$ cat config.mk
export PLATFORM = sky130hd
export DESIGN_NAME = flash_read_controller
export DESIGN_NICKNAME = d
export VERILOG_FILES = /design/src/rtl/flash_read_controller.sv
export SDC_FILE = /design/constraint.sdc
export NUM_CORES = 1
export LEC_CHECK = 0
export BUFFER_PORTS_ARGS = -buffer_cell sky130_fd_sc_hd__clkbuf_2
export CORE_ASPECT_RATIO = 1.2
export CORE_MARGIN = 8
export CORE_UTILIZATION = 40
export CTS_CLUSTER_SIZE = 40
export DETAILED_ROUTE_END_ITERATION = 7
export GPL_TIMING_DRIVEN = 0
export PLACE_DENSITY = 0.72
export SETUP_SLACK_MARGIN = 0.15
export SYNTH_ARGS = -nofsm -noshare
export SYNTH_HDL_FRONTEND = slang
export SYNTH_SLANG_ARGS = --single-unit
$ cat constraint.sdc
create_clock -name inclk -period 3.6 [get_ports inclk]
set_clock_uncertainty 0.15 [all_clocks]
set_input_delay 0.54 -clock inclk [delete_from_list [all_inputs] [get_ports inclk]]
set_output_delay 0.54 -clock inclk [all_outputs]
set_load 0.01 [all_outputs]
$ cat src/rtl/flash_read_controller.sv
// Purpose  : single-beat Avalon-MM read master; one flash word per start_flash request.
// Latency  : read issued 1 cycle after acceptance; end_flash 1 cycle after readdatavalid.
// Backpress: waitrequest holds the read and address; start_flash held high is never re-accepted.
//
// Ports:
//   inclk, reset              clock, asynchronous active-high reset
//   start_flash, req_address  level request and word address (sampled on acceptance)
//   end_flash, read_data      one-cycle completion pulse and captured word
//   timeout_err               sticky timeout flag (tied low without FLASH_RD_TIMEOUT_EN)
//   flash_mem_*               Avalon-MM read master port to the flash controller
//
// Optional feature: define FLASH_RD_TIMEOUT_EN to force completion after TIMEOUT_CYCLES
// cycles in ISSUE/WAIT_VALID, returning zero data and setting timeout_err.
module flash_read_controller #(
    parameter int ADDR_W         = 23,
    parameter int TIMEOUT_CYCLES = 255
) (
    input  logic              inclk,
    input  logic              reset,
    input  logic              start_flash,
    input  logic [ADDR_W-1:0] req_address,
    output logic              end_flash,
    output logic [31:0]       read_data,
    output logic              timeout_err,
    output logic              flash_mem_read,
    output logic [ADDR_W-1:0] flash_mem_address,
    output logic [3:0]        flash_mem_byteenable,
    output logic [5:0]        flash_mem_burstcount,
    input  logic              flash_mem_waitrequest,
    input  logic              flash_mem_readdatavalid,
    input  logic [31:0]       flash_mem_readdata
);

    typedef enum logic [2:0] {
        S_IDLE,
        S_ISSUE,
        S_WAIT_VALID,
        S_DONE,
        S_REARM
    } state_t;

    state_t state, state_nxt;
    logic   capture_data;   // take flash_mem_readdata into read_data this cycle
    logic   force_timeout;  // abandon the read this cycle
    logic   tmo_hit;

    assign flash_mem_byteenable = 4'b1111;
    assign flash_mem_burstcount = 6'd1;

    // State-decoded outputs: no combinational path from the bus inputs.
    assign flash_mem_read = (state == S_ISSUE);
    assign end_flash      = (state == S_DONE);

`ifdef FLASH_RD_TIMEOUT_EN
    localparam int CNT_W = 16;
    logic [CNT_W-1:0] tmo_cnt;
    logic             tmo_err_q;

    // ISSUE is only entered from IDLE, so clearing outside ISSUE/WAIT_VALID
    // is the same as clearing on entry to ISSUE.
    always_ff @(posedge inclk or posedge reset) begin
        if (reset) begin
            tmo_cnt <= '0;
        end else if (state == S_ISSUE || state == S_WAIT_VALID) begin
            tmo_cnt <= tmo_cnt + 1'b1;
        end else begin
            tmo_cnt <= '0;
        end
    end

    // Decision is made in the last counted cycle so DONE lands exactly
    // TIMEOUT_CYCLES cycles after the first ISSUE cycle.
    assign tmo_hit = (state == S_ISSUE || state == S_WAIT_VALID) &&
                     (tmo_cnt == CNT_W'(TIMEOUT_CYCLES - 1));

    always_ff @(posedge inclk or posedge reset) begin
        if (reset) begin
            tmo_err_q <= 1'b0;
        end else if (force_timeout) begin
            tmo_err_q <= 1'b1;
        end
    end
    assign timeout_err = tmo_err_q;
`else
    // Never true: without the timeout the read waits indefinitely.
    assign tmo_hit     = (TIMEOUT_CYCLES < 0);
    assign timeout_err = 1'b0;
`endif

    always_ff @(posedge inclk or posedge reset) begin
        if (reset) begin
            state <= S_IDLE;
        end else begin
            state <= state_nxt;
        end
    end

    always_comb begin
        state_nxt     = state;
        capture_data  = 1'b0;
        force_timeout = 1'b0;
        case (state)
            S_IDLE: begin
                if (start_flash) begin
                    state_nxt = S_ISSUE;
                end
            end
            S_ISSUE: begin
                // Data arriving in the accept cycle wins over a coincident timeout.
                if (!flash_mem_waitrequest && flash_mem_readdatavalid) begin
                    capture_data = 1'b1;
                    state_nxt    = S_DONE;
                end else if (tmo_hit) begin
                    force_timeout = 1'b1;
                    state_nxt     = S_DONE;
                end else if (!flash_mem_waitrequest) begin
                    state_nxt = S_WAIT_VALID;
                end
            end
            S_WAIT_VALID: begin
                if (flash_mem_readdatavalid) begin
                    capture_data = 1'b1;
                    state_nxt    = S_DONE;
                end else if (tmo_hit) begin
                    force_timeout = 1'b1;
                    state_nxt     = S_DONE;
                end
            end
            S_DONE: begin
                state_nxt = S_REARM;
            end
            S_REARM: begin
                // Wait for the request level to drop so one request yields one read.
                if (!start_flash) begin
                    state_nxt = S_IDLE;
                end
            end
            default: begin
                state_nxt = S_IDLE;
            end
        endcase
    end

    always_ff @(posedge inclk or posedge reset) begin
        if (reset) begin
            flash_mem_address <= '0;
        end else if (state == S_IDLE && start_flash) begin
            flash_mem_address <= req_address;
        end
    end

    always_ff @(posedge inclk or posedge reset) begin
        if (reset) begin
            read_data <= '0;
        end else if (capture_data) begin
            read_data <= flash_mem_readdata;
        end else if (force_timeout) begin
            read_data <= '0;
        end
    end

endmodule

==> impl_metrics.toml <==
[detailed_routing]
dr_total_vias = 1620
wl_per_cell_um = 14.5
firstDrtPassIters = 4
drtAntennaViolNets = 0
via_per_inst = 4.37
initialDrtViolationCount = 17
routed_wl_mm = 5.38
route.detailed.drc = 0

[floorplan]
die_h_um = 102
initial_core_util = 0.411
die_w_um = 87.7
num_io_pins = 128
row_count = 31
die-area_um2 = 8950
fp.coreArea_um2 = 6010

[logic_synthesis]
synth_top_family_by_area = "multiplexers"
synth_warnings = 0
syn-instance-count = 147
synth_area_per_cell_um2 = 16.8
synthMuxAreaShare = 0.297
synth_cell_type_count = 19
synth_top_area_share = 0.588
yosys.area_share.simple = 0.0350
synthAdderAreaFrac = 0
ys_seq_elements = 58
synth-xor-area-share = 0
synth_area_leader_cell = "dfrtp_1"
synth_compound_area_frac = 0.0157
synth-seq-area-share = 0.588
syn_area_um2 = 2470
synth_area_leaders = "dfrtp_1, mux2_4, mux2_2"

[sta]
slew_violations = 0
rsz0062_at_grt = "no"
fmax_mhz = 524
finalSetupViolations = 0
final-hold-violation-count = 0
fin_setup_tns_ns = 0
period_needed_ns = 1.91
timing.final.crit_share = 0.530
timing.final.ws_setup_ns = 1.69

[global_route]
grt_pass1_wl_mm = 8.49
grt_max_degree = 39
antenna_found_initial = 0
grt_use_total = 0.123
grt_pass1_vias = 1816
grt_overflow_total = 0

[layout]
instances_no_fill = 371
fin_nets = 344
multi_input_area_um2 = 898
utilization = 0.575
post_route_cells_drive_above_1_share = 0.734
syn2layout_area_growth_pct = 40.0
antenna-diode-count = 0
seq_area_um2 = 1450
fillers = 496

[pwr]
switching_power_w = 0.000989
p_clk_frac = 0.227
p_int_w = 0.00225
p_per_area_nw_per_um2 = 938
swShare = 0.305
vdd_drop_max_v = 0.000430
p_leak_nw = 1.86
p_seq_frac = 0.365
pwr-share-comb = 0.408

[place]
io_buffer_count = 116
place.gp.congestion = 0.670
pre_cts_slack_ns = 1.66
placed_cells = 355
detailed_place_hpwl_mm = 4.28

[clocking]
root_buffer = "clkbuf_8"
cts_resized = 0
cts_hold_buf = 0
cts_buffer_depth = 2
worst_skew_pair.late_latency_ns = 0.32
cts_setup_buffers = 0
clock_sinks = 58
cts_tree = "yes"
clk_pin_slew_worst_paths_ns = 0.06
ctsHtreeMaxLevel = 3
cts_made_buffers = 9

[run_status]
status = "finished, final reports clean"

[setup_path]
arrival_ns = 1.22
path_class = "flop to output port"
end_kind = "output port"
setup.worst_path.start_class = "flop"
cp_max_fo = 7
required_ns = 2.91

[run]
drv_cap = 0

[worst_hold_path]
hp-class = "input pin to async pin"
flip-flops by register name, indices dropped and copies added, names as in the netlist:
signal and flops:
state 3, read_data 32, flash_mem_address 23
critical path, stage by stage, from the launching register on:
cell,delay (ns)
dfrtp_1,0.52
and3b_2,0.26
clkbuf_2,0.12
placed cells by master, fill, tap and decap left out, types with 2 or more instances in the layout:
cell type	Yosys	final
mux2_2	24	24
nor4b_4	2	2
dfrtp_1	58	58
buf_6	3	3
bufinv_16	0	3
nor2_1	2	2
clkinv_2	0	2
buf_4	13	13
clkbuf_2	0	116
mux2_4	30	30
clkbuf_8	1	12
nor3b_1	2	2
conb_1	2	11
power groups by stage:
stage          Sequential (W)  Combinational, W  Clock [W]
6_report              0.00118           0.00132   0.000736
5_1_grt               0.00123           0.00143   0.000785
4_1_cts               0.00119           0.00135   0.000763
3_5_place_dp          0.00119           0.00135          0
3_3_place_gp          0.00117           0.00132          0
2_1_floorplan         0.00133          0.000712          0
cell type report:
cell class              instances  area share
flip-flops and latches         58       0.420
multi-input cells              79       0.260
repair buffers                117       0.174
clock buffers                  11      0.0438
plain buffers                  17      0.0420
well taps                      82      0.0297
clock inverters                 5      0.0290
inverters                       2     0.00217
metal layers:
layer / GRT usage / part of all wire / vias up
li1: - / - / 763
met1: 0.139 / 0.40 / 763
met2: 0.189 / 0.46 / 85
met3: 0.0547 / 0.12 / 9
met4: 0.0716 / 0.015 / 0
met5: 0 / 0 / -
cell usage after synthesis, drive strengths merged:
cell / instances
dfrtp: 58
mux2: 55
buf: 16
conb: 2
inv: 2
nor2: 2
nor3b: 2
nor4b: 2
o21ai: 2
a21oi: 1
a31o: 1
and3b: 1
clkbuf: 1
o311a: 1
or2: 1
logic make-up after synthesis:
family	after synthesis
DFF	58
muxes	55
buffers and inverters	19
and+or+nand+nor	8
AOI/OAI and AO/OA	5
other	2
worst paths after layout:
check | cells past startpoint | from | slack (ns) | end
setup / recovery | 2 | state[2] | 1.69 | end_flash
hold / removal | 2 | reset | 0.07 | flash_mem_address[11]
setup reg to reg | 3 | state[2] | 1.76 | flash_mem_address[9]
hold reg to reg | 1 | flash_mem_address[22] | 0.33 | flash_mem_address[22]
max in group asynchronous | 3 | reset | 2.68 | read_data[12]
min in group inclk | 2 | req_address[22] | 0.29 | flash_mem_address[22]
per-stage QoR:
step                instance area (µm²)  total power (W)  hold WS, ns
global route                       3460          0.00345       0.0900
detailed placement                 3210          0.00255        0.326
floorplan                          2500          0.00204        0.379
finish                             3460          0.00324       0.0676
global placement                   3190          0.00250        0.317
CTS                                3460          0.00330       0.0573
Power figures use the tool's default switching activity.
